## config.mk

```make
export PLATFORM = sky130hd
export DESIGN_NAME = iv_seq_ctrl
export DESIGN_NICKNAME = d
export VERILOG_FILES = /design/src/rtl/iv_seq_ctrl.sv
export SDC_FILE = /design/constraint.sdc
export NUM_CORES = 1
export LEC_CHECK = 0
export ABC_AREA = 1
export CAP_MARGIN = 20
export CELL_PAD_IN_SITES_DETAIL_PLACEMENT = 1
export CELL_PAD_IN_SITES_GLOBAL_PLACEMENT = 2
export CORE_AREA = 3 3 178 180
export DETAILED_ROUTE_END_ITERATION = 7
export DIE_AREA = 0 0 181 183
export PLACE_DENSITY = 0.83
export SETUP_SLACK_MARGIN = 0.1
export SLEW_MARGIN = 5
export SYNTH_ARGS = -nofsm -noshare
export SYNTH_HDL_FRONTEND = slang
export SYNTH_SLANG_ARGS = --single-unit
```

## constraint.sdc

```tcl
create_clock -name clk -period 2 [get_ports clk]
set_clock_uncertainty 0.15 [all_clocks]
set_input_delay 0.3 -clock clk [delete_from_list [all_inputs] [get_ports clk]]
set_output_delay 0.3 -clock clk [all_outputs]
set_load 0.01 [all_outputs]
```

## src/rtl/iv_seq_ctrl.sv

```systemverilog
// iv_seq_ctrl: interrupt entry / return sequencer.
//   Handles hardware IRQ entry, SVC traps (with a priority check), return-from-interrupt and
//   tail-chaining, using its own single-port memory handshake for vector fetches and stack
//   pushes/pops.
// Ports:
//   clk, rst_n                     clock (rising edge), async active-low reset
//   start_enter, start_return      start pulses (return wins when both are high)
//   svc_inst, svc_vect             SVC qualifier and vector number
//   irq, irq_pri                   level requests and per-source priorities
//   pc_in..sp_in                   current CPU state
//   mem_req/we/addr/wdata          memory request, held until mem_ack
//   mem_ack, mem_rdata             memory completion and read data
//   *_ld, *_out                    one-cycle register load strobes and values
//   irq_ack                        one-hot pulse of the source entered
//   pri_fault                      SVC rejected for priority (pulses with done)
//   busy, done                     sequence in progress / completion pulse
module iv_seq_ctrl #(
    parameter int unsigned    DW        = 16,
    parameter int unsigned    PRI_W     = 3,
    parameter int unsigned    NUM_SRC   = 8,
    parameter logic [DW-1:0]  VECT_BASE = 16'hFFC0,
    parameter int unsigned    CUR_LSB   = 5,
    parameter int unsigned    PREV_LSB  = 13,
    parameter int unsigned    SLP_BIT   = 3
) (
    input  logic                     clk,
    input  logic                     rst_n,
    input  logic                     start_enter,
    input  logic                     start_return,
    input  logic                     svc_inst,
    input  logic [3:0]               svc_vect,
    input  logic [NUM_SRC-1:0]       irq,
    input  logic [NUM_SRC*PRI_W-1:0] irq_pri,
    input  logic [DW-1:0]            pc_in,
    input  logic [DW-1:0]            lr_in,
    input  logic [DW-1:0]            psw_in,
    input  logic [DW-1:0]            cex_in,
    input  logic [DW-1:0]            sp_in,
    output logic                     mem_req,
    output logic                     mem_we,
    output logic [DW-1:0]            mem_addr,
    output logic [DW-1:0]            mem_wdata,
    input  logic                     mem_ack,
    input  logic [DW-1:0]            mem_rdata,
    output logic                     pc_ld,
    output logic                     lr_ld,
    output logic                     psw_ld,
    output logic                     cex_ld,
    output logic                     sp_ld,
    output logic [DW-1:0]            pc_out,
    output logic [DW-1:0]            lr_out,
    output logic [DW-1:0]            psw_out,
    output logic [DW-1:0]            cex_out,
    output logic [DW-1:0]            sp_out,
    output logic [NUM_SRC-1:0]       irq_ack,
    output logic                     pri_fault,
    output logic                     busy,
    output logic                     done
);

    localparam int unsigned VW = ($clog2(NUM_SRC) > 4) ? $clog2(NUM_SRC) : 4;

    typedef enum logic [3:0] {
        StIdle, StFetchPsw, StPushPc, StPushLr, StPushPsw, StPushCex, StLoadPsw,
        StFetchEntry, StPopCex, StPopPsw, StPopLr, StPopPc, StFinish
    } state_e;

    state_e             state_q, state_d;
    logic [DW-1:0]      sp_q, psw_q, vpsw_q;
    logic [VW-1:0]      vect_q;
    logic [PRI_W-1:0]   base_q;
    logic               svc_q, chain_q, fault_q;

    // Arbitration: highest priority wins; strict compare keeps the lowest index on ties.
    logic               win_valid;
    logic [VW-1:0]      win_idx;
    logic [PRI_W-1:0]   win_pri;

    always_comb begin
        win_valid = 1'b0;
        win_idx   = '0;
        win_pri   = '0;
        for (int i = 0; i < NUM_SRC; i++) begin
            if (irq[i] && (!win_valid || irq_pri[i*PRI_W +: PRI_W] > win_pri)) begin
                win_valid = 1'b1;
                win_idx   = VW'(i);
                win_pri   = irq_pri[i*PRI_W +: PRI_W];
            end
        end
    end

    logic chain_ok, enter_ok, svc_fault;
    logic [DW-1:0] vaddr;

    assign chain_ok  = win_valid && (win_pri > psw_in[PREV_LSB +: PRI_W]);
    assign enter_ok  = start_enter && (svc_inst || win_valid);
    assign svc_fault = svc_q && (mem_rdata[CUR_LSB +: PRI_W] < psw_q[CUR_LSB +: PRI_W]);
    assign vaddr     = VECT_BASE + (DW'(vect_q) << 2);

    // State register.
    always_ff @(posedge clk or negedge rst_n) begin
        if (!rst_n) begin
            state_q <= StIdle;
        end else begin
            state_q <= state_d;
        end
    end

    // Next-state logic.
    always_comb begin
        state_d = state_q;
        unique case (state_q)
            StIdle: begin
                if (start_return) begin
                    state_d = chain_ok ? StFetchPsw : StPopCex;
                end else if (enter_ok) begin
                    state_d = StFetchPsw;
                end
            end
            StFetchPsw: begin
                if (mem_ack) begin
                    if (svc_fault)    state_d = StFinish;
                    else if (chain_q) state_d = StLoadPsw;
                    else              state_d = StPushPc;
                end
            end
            StPushPc:     if (mem_ack) state_d = StPushLr;
            StPushLr:     if (mem_ack) state_d = StPushPsw;
            StPushPsw:    if (mem_ack) state_d = StPushCex;
            StPushCex:    if (mem_ack) state_d = StLoadPsw;
            StLoadPsw:    state_d = StFetchEntry;
            StFetchEntry: if (mem_ack) state_d = StFinish;
            StPopCex:     if (mem_ack) state_d = StPopPsw;
            StPopPsw:     if (mem_ack) state_d = StPopLr;
            StPopLr:      if (mem_ack) state_d = StPopPc;
            StPopPc:      if (mem_ack) state_d = StFinish;
            StFinish:     state_d = StIdle;
            default:      state_d = StIdle;
        endcase
    end

    // Sequencer datapath: latched context, working SP and fetched vector PSW.
    always_ff @(posedge clk or negedge rst_n) begin
        if (!rst_n) begin
            sp_q    <= '0;
            psw_q   <= '0;
            vpsw_q  <= '0;
            vect_q  <= '0;
            base_q  <= '0;
            svc_q   <= 1'b0;
            chain_q <= 1'b0;
            fault_q <= 1'b0;
        end else begin
            unique case (state_q)
                StIdle: begin
                    if (start_return) begin
                        sp_q    <= sp_in;
                        psw_q   <= psw_in;
                        svc_q   <= 1'b0;
                        fault_q <= 1'b0;
                        chain_q <= chain_ok;
                        if (chain_ok) begin
                            // Chained handler inherits the interrupted level, not the current one.
                            vect_q <= win_idx;
                            base_q <= psw_in[PREV_LSB +: PRI_W];
                        end
                    end else if (enter_ok) begin
                        sp_q    <= sp_in;
                        psw_q   <= psw_in;
                        svc_q   <= svc_inst;
                        vect_q  <= svc_inst ? VW'(svc_vect) : win_idx;
                        base_q  <= psw_in[CUR_LSB +: PRI_W];
                        chain_q <= 1'b0;
                        fault_q <= 1'b0;
                    end
                end
                StFetchPsw: begin
                    if (mem_ack) begin
                        vpsw_q  <= mem_rdata;
                        fault_q <= svc_fault;
                    end
                end
                StPushPc, StPushLr, StPushPsw, StPushCex: begin
                    if (mem_ack) sp_q <= sp_q - DW'(2);
                end
                StPopCex, StPopPsw, StPopLr, StPopPc: begin
                    if (mem_ack) sp_q <= sp_q + DW'(2);
                end
                default: ;
            endcase
        end
    end

    // Output decode.
    logic [DW-1:0] psw_mod;

    always_comb begin
        mem_req   = 1'b0;
        mem_we    = 1'b0;
        mem_addr  = '0;
        mem_wdata = '0;
        pc_ld     = 1'b0;
        lr_ld     = 1'b0;
        psw_ld    = 1'b0;
        cex_ld    = 1'b0;
        sp_ld     = 1'b0;
        pc_out    = '0;
        lr_out    = '0;
        psw_out   = '0;
        cex_out   = '0;
        sp_out    = '0;
        irq_ack   = '0;
        pri_fault = 1'b0;
        done      = 1'b0;
        busy      = (state_q != StIdle);
        psw_mod   = '0;
        unique case (state_q)
            StFetchPsw: begin
                mem_req  = 1'b1;
                mem_addr = vaddr;
            end
            StPushPc, StPushLr, StPushPsw, StPushCex: begin
                mem_req  = 1'b1;
                mem_we   = 1'b1;
                mem_addr = sp_q;
                unique case (state_q)
                    StPushPc:  mem_wdata = pc_in;
                    StPushLr:  mem_wdata = lr_in;
                    StPushPsw: mem_wdata = psw_q;
                    default:   mem_wdata = cex_in;
                endcase
            end
            StLoadPsw: begin
                psw_mod                       = vpsw_q;
                psw_mod[PREV_LSB +: PRI_W]    = base_q;
                psw_mod[SLP_BIT]              = 1'b0;
                psw_ld                        = 1'b1;
                psw_out                       = psw_mod;
                sp_ld                         = 1'b1;
                sp_out                        = sp_q;
            end
            StFetchEntry: begin
                mem_req  = 1'b1;
                mem_addr = vaddr + DW'(2);
                pc_ld    = mem_ack;
                pc_out   = mem_rdata;
                lr_ld    = mem_ack;
                lr_out   = '1;
                cex_ld   = mem_ack;
                cex_out  = '0;
                if (mem_ack && !svc_q) irq_ack = NUM_SRC'(1) << vect_q;
            end
            StPopCex, StPopPsw, StPopLr, StPopPc: begin
                mem_req  = 1'b1;
                mem_addr = sp_q + DW'(2);
                unique case (state_q)
                    StPopCex: begin
                        cex_ld  = mem_ack;
                        cex_out = mem_rdata;
                    end
                    StPopPsw: begin
                        psw_mod          = mem_rdata;
                        psw_mod[SLP_BIT] = 1'b0;
                        psw_ld           = mem_ack;
                        psw_out          = psw_mod;
                    end
                    StPopLr: begin
                        lr_ld  = mem_ack;
                        lr_out = mem_rdata;
                    end
                    default: begin
                        pc_ld  = mem_ack;
                        pc_out = mem_rdata;
                        sp_ld  = mem_ack;
                        sp_out = sp_q + DW'(2);
                    end
                endcase
            end
            StFinish: begin
                done      = 1'b1;
                pri_fault = fault_q;
            end
            default: ;
        endcase
    end

endmodule

```

-- After elaboration in Yosys (flattened, before gate mapping)
Cells that the tools add are included.
- muxes and demuxes: 87
- equality and inequality tests: 25
- shift operators: 1
- add/sub/neg operators: 4
- $lt $le $gt $ge: 9
- reduce and logical (&&, ||, !) cells: 43
- operators with widths (kind ; number):
    two-way mux 16 bit ; 13
    one-hot mux 16 bit (2 select lines) ; 4
    one-hot mux 16 bit (3 select lines) ; 2
    two-way mux 4 bit ; 22
    one-hot mux 16 bit (4 select lines) ; 1
    one-hot mux 4 bit (11 select lines) ; 1
    two-way mux 3 bit ; 12
    > comparator 3 bit ; 8
    two-way mux 1 bit ; 23
    equality test 4 bit (second input constant) ; 5
    inequality test 2 bit (second input constant) ; 10
    adder 16 x 2 -> 16 bit (second input constant) ; 1
    equality test 4 x 3 -> 1 bit (second input constant) ; 4
    two-way mux 8 bit ; 2
    subtractor 16 x 2 -> 16 bit (second input constant) ; 1
    one-hot mux 1 bit (2 select lines) ; 6
    logical AND 1 bit ; 11
    AND reduction 10 bit ; 1
    OR reduction 10 bit ; 1
    adder 8 x 3 -> 9 bit (second input constant) ; 1
    adder 7 x 7 -> 8 bit (first input constant) ; 1
    equality test 4 x 2 -> 1 bit (second input constant) ; 2
    zero test 1 bit ; 8
    logical OR 1 bit ; 8
    other kinds (16) ; 21
- bits of input ports: 138
- output and inout port bits: 130
- bits in registers: 59
- word-level logic and storage cells: 178

-- Logic depth before layout (Yosys ltp)
- depth in word-level cells: 34
- gate-level depth with buffers: 73

-- Least setup slack after synthesis
Ideal clock, no wire load.
- kind: in2reg
- start: input port irq[0]
- end: register vect_q[1]
- arrival: 8172 ps
- setup slack: -6405 ps
- required time: 1767 ps
- cell stages on the path: 70
- setup time: 83 ps
- path through: nand2_1 ha_1 a21oi_1 nand2_1 nand2_1 nand2_1 nand2_1 nand2_1 and2_1 ha_1 a21oi_1 o21ai_0 nand2_1 nand2_1 nand2_1 inv_1 nand2_1 nand2_1 (+34 left out) nand2_1 o21ai_0 nand2_1 a21oi_1 inv_1 nand3_1 nand2_1 ha_1 nand2_1 nor2_1 a211oi_1 a31oi_1 nand2_1 nand2_1 nand3_1 inv_2 nand3_1 o21ai_0
- cells in the longest elaborated chain, start to end: 33
- elaborated cells between the ends (all ways): 61
- classes of those cells: 8 x order compare; 1 x eq/ne; 26 x mux; 26 x reduce/logical
- ends and longest elaborated chain (item ; line ; source):
    start: declaration ; 32 ; input logic [NUM_SRC-1:0] irq,
    two-way mux 3 bit / two-way mux 1 bit (equally long branches) ; 84 ; if (irq[i] && (!win_valid || irq_pri[i*PRI_W +: PRI_W] > win_pri)) begin
    > comparator 3 bit / zero test 1 bit (equally long branches) ; 84 ;
    logical OR 1 bit ; 84 ;
    logical AND 1 bit ; 84 ;
    two-way mux 3 bit / two-way mux 1 bit (equally long branches) ; 84 ;
    > comparator 3 bit / zero test 1 bit (equally long branches) ; 84 ;
    logical OR 1 bit ; 84 ;
    logical AND 1 bit ; 84 ;
    (+17 left out) ; -- ;
    > comparator 3 bit / zero test 1 bit (equally long branches) ; 84 ;
    logical OR 1 bit ; 84 ;
    logical AND 1 bit ; 84 ;
    two-way mux 3 bit / two-way mux 1 bit (equally long branches) ; 84 ;
    > comparator 3 bit / logical OR 1 bit (equally long branches) ; 95, 96 ;
    logical AND 1 bit, on equally long branches ; 95, 96 ;
    inequality test 2 x 1 -> 1 bit (no source line) / nonzero test 2 bit (equally long branches) ; -- ;
    AND reduction 3 bit (no source line) ; -- ;
    end signal: assignment ; 164 ; vect_q <= win_idx;
    end signal: assignment ; 171 ; vect_q <= svc_inst ? VW'(svc_vect) : win_idx;
    end: declaration ; 70 ; logic [VW-1:0] vect_q;
Several ways; a longest one is shown, not always the timed one. The select of a mux whose other input is x is not followed.
A chain may end at the register's enable or synchronous reset.

-- Worst setup path after layout
- start: input port irq_pri[0]
- end: register base_q[0]
- cells in the longest elaborated chain, start to end: 33
- elaborated cells between the ends (all ways): 49
- classes of those cells: 8 x order compare; 1 x eq/ne; 15 x mux; 25 x reduce/logical
- ends and longest elaborated chain (item ; line ; source):
    start: declaration ; 33 ; input logic [NUM_SRC*PRI_W-1:0] irq_pri,
    two-way mux 3 bit (*) ; 84 ;
    > comparator 3 bit ; 84 ;
    logical OR 1 bit ; 84 ;
    logical AND 1 bit ; 84 ;
    two-way mux 3 bit / two-way mux 1 bit (equally long branches) ; 84 ;
    > comparator 3 bit / zero test 1 bit (equally long branches) ; 84 ;
    logical OR 1 bit ; 84 ;
    logical AND 1 bit ; 84 ;
    (+17 left out) ; -- ;
    > comparator 3 bit / zero test 1 bit (equally long branches) ; 84 ;
    logical OR 1 bit ; 84 ;
    logical AND 1 bit ; 84 ;
    two-way mux 3 bit / two-way mux 1 bit (equally long branches) ; 84 ;
    > comparator 3 bit / logical OR 1 bit (equally long branches) ; 95, 96 ;
    logical AND 1 bit, on equally long branches ; 95, 96 ;
    inequality test 2 x 1 -> 1 bit (no source line) / nonzero test 2 bit (equally long branches) ; -- ;
    AND reduction 3 bit (no source line) (*) ; -- ;
    end signal: assignment ; 165 ; base_q <= psw_in[PREV_LSB +: PRI_W];
    end signal: assignment ; 172 ; base_q <= psw_in[CUR_LSB +: PRI_W];
    end: declaration ; 71 ; logic [PRI_W-1:0] base_q;
Every way passes the cells marked *; elsewhere a longest branch is shown, timed or not.

==> impl_metrics.toml <==
[sta]
setup_violations = 175
fin_ws_ns = -6.40
rsz0062_at_grt = "true"
final.period_utilization = 4.20
relSlewSlack = 0.675
hold_viol = 0
timing.fmax_ghz = 0.119
tightest_slew_ns = 0.476
drv_slew = 0
min_period_ns = 8.40

[global_route]
track_usage = 0.197
grt_pass1_wl_um = 52000
grt_pass1_vias = 9365
overflow = 0
antenna_found_initial = 3
grt_max_degree = 33

[floorplanning]
core_area_um2 = 30300
die_y_um = 183
initial_utilization = 0.189
fp.dieArea_um2 = 33100
ioPinCount = 268
die_w_um = 181
rows = 64

[finish]
seq_area_um2 = 1460
multi_input_area_um2 = 5000
final_util = 0.418
stdcell_area_um2 = 12700
final_nets = 1607
syn2layout_area_growth_pct = 121
layout-drive-gt1-share = 0.427
layout.cells.non_filler = 1841
fillCellCount = 3628

[route]
vias = 8522
drc = 0
wl_per_cell_um = 18.6
detail-route-antenna-nets = 0
drtIter0Drc = 288
dr.pass1.iters = 4
wirelength_um = 34300
avgViaCountPerCell = 4.63

[critical_path]
critPathArrivalTime_ns = 8.51
reg2reg_depth = 14
endpoint_kind = "flop"
crit_end = "base_q[0]$_DFFE_PN0P_"
crit_slowest_cell = "ha_2"
worstReg2RegStart = "sp_q[1]$_DFFE_PN0P_"
criticalPathCategory = "in -> reg"
cp-startpoint = "irq_pri[0]"
cp_max_fo = 7
setup.worst_path.start_class = "input port"
slowest_delay_ns = 0.31
rr_endpoint = "sp_q[15]$_DFFE_PN0P_"
r2r_setup_slack_ns = -0.54
critPathMostFrequentCell = "nand2_2"
required_ns = 2.11

[power]
irDropWorstVdd_mv = 0.807
total_power_mw = 17.6
p_int_mw = 9.18
clkPwrFrac = 0.090
sw_frac_of_total = 0.477
p_leak_nw = 5.95
p_per_area_nw_per_um2 = 1380
p_comb_frac = 0.789
seqPwrFrac = 0.121
p_sw_mw = 8.38

[clocking]
numClockSinks = 58
cts_max_level = 3
numCtsBuffers = 9
path_clk_slew_ns = 0.05
cts_root_buf = "clkbuf_16"
clkLatencyLatePin_ns = 0.33
cts_tree = "built"
cts_buffer_depth = 2

[logic_synthesis]
synth_flop_cell = "dfrtp_1"
synthTopCellsByArea = "dfrtp_1 25%, nand2_1 15%, nand3_1 9.3%, o21ai_0 8.0%, inv_1 6.5%"
synth-async-reset-ratio = 1.00
yosys_warnings = 0
synth_fp_nets = 1079
synthDistinctLibCells = 47
ys_ff_latch = 58
synth-edff-count = 0
synth_top_area_share = 0.253
yosysTopAreaCell = "dfrtp_1"
yosysSeqAreaShare = 0.253
synth.avg_cell_area_um2 = 6.29
synth_cells = 913
mappedNetlistArea_um2 = 5740

[placement]
dp_cells = 1764
hpwlAfterDp_um = 26200
gp_congestion = 0.869
portBuffers = 266
postPlaceCellArea_um2 = 11200

[outcome]
status = "finished, violations left"
violations = "negative setup slack"

[hold_path]
hold_class = "in -> async"

[run]
drv_cap = 0
## metal layers
metal  vias to the layer above  track usage  part of all wire
met1                      4131        0.226              0.40
met4                         6       0.0515             0.025
li1                       4108            -                 -
met3                        51       0.0381             0.050
met5                         -            0            0.0013
met2                       226        0.372              0.53
## logic make-up after synthesis
family,Yosys count,share of synthesized area
AND/OR/NAND/NOR,484,0.375
adder cells (fa/ha/maj),28,0.0610
buffers and inverters,149,0.105
AO/OA/AOI/OAI,186,0.195
XOR/XNOR,7,0.0107
flip-flops,58,0.253
other,1,0.000653
## worst min path at each step
stage,to,slack (ns),startpoint
after global placement,psw_q[11]$_DFFE_PN0P_,0.04,rst_n
after floorplan,base_q[0]$_DFFE_PN0P_,-0.15,rst_n
after detailed placement,psw_q[11]$_DFFE_PN0P_,0.05,rst_n
after CTS,vpsw_q[4]$_DFFE_PN0P_,0.25,rst_n
final,vpsw_q[2]$_DFFE_PN0P_,0.25,rst_n
after global routing,vpsw_q[4]$_DFFE_PN0P_,0.29,rst_n
## state kept, by name, summed over array words and instances (netlist names)
name     flops
psw_q       16
sp_q        16
vpsw_q      12
state_q      4
vect_q       4
base_q       3
chain_q      1
fault_q      1
svc_q        1
## layout by cell type (no fill, tap or decap), types with 18 or more instances in the layout
cell,n
buf_12,18
buf_2,29
buf_4,242
buf_6,30
clkbuf_2,20
clkdlybuf4s50_1,186
dfrtp_1,55
inv_1,88
inv_2,18
nand2_1,165
nand2_2,45
nand2_4,21
nand3_1,77
nand3_2,22
nor2_1,76
o21ai_0,60
o21ai_1,25
o21ai_2,19
## area by class of cell
type,instances,area share
Multi-Input combinational cell,706,0.394
Timing Repair Buffer,550,0.390
Sequential cell,58,0.115
Tap cell,396,0.0391
Inverter,114,0.0367
Clock buffer,11,0.0199
Clock inverter,3,0.00316
Timing Repair inverter,2,0.00158
Antenna cell,1,0.000197
## Yosys cell counts (2+ instances only)
library cell	n
nor4_1	2
nand2_1	227
nand2_2	5
inv_2	13
buf_2	6
xor2_1	7
a31oi_1	2
nand3_1	107
o221ai_1	4
buf_4	4
o21ai_0	92
and2_1	9
inv_1	99
ha_1	28
nor2_2	7
o311ai_0	4
nor2_1	91
nor2_4	2
nor2_8	2
a21oi_1	27
o21ai_2	10
clkbuf_1	21
inv_4	2
dfrtp_1	58
or2_2	8
nor3_1	7
a41oi_1	13
o211ai_1	10
nand4_1	10
o21ai_1	4
a221oi_1	2
o22ai_1	13
nor3_2	2
buf_6	2
## stage by stage
stage | setup TNS (ns) | setup slack, ns | hold slack [ns]
after floorplan | -58.96 | -5.73 | -0.146
after global placement | -166.28 | -6.75 | 0.0431
after detailed placement | -176.40 | -7.30 | 0.0523
after CTS | -202.29 | -6.33 | 0.253
after global routing | -203.00 | -7.00 | 0.286
final | -178.65 | -6.40 | 0.251
## timing repair
item / 4_1_cts / 5_1_grt
hold endpoints to repair: 26 / 0
setup buffers: 50 / 10
setup endpoints to repair: 175 / 181
resized for setup: 277 / 179
hold buffers: 1 / 0
pin swaps: 89 / 76
gates cloned: 4 / 0
## power by group through the flow
stage / combinational, mW / clock [mW] / sequential, mW
floorplan: 6.46 / 0 / 2.07
global placement: 11.8 / 0 / 2.10
detailed placement: 12.1 / 0 / 2.13
CTS: 13.3 / 1.62 / 2.12
global route: 15.0 / 1.67 / 2.19
finish: 13.8 / 1.58 / 2.13
## critical path: cells and delay by family
| kind | cells | cell delay (ns) |
|---|---|---|
| buffers and inverters | 13 | 1.49 |
| AND/OR/NAND/NOR | 39 | 3.59 |
| adder cells (fa/ha/maj) | 7 | 1.87 |
| AO/OA/AOI/OAI | 12 | 1.25 |
(Power assumes the default switching activity.)
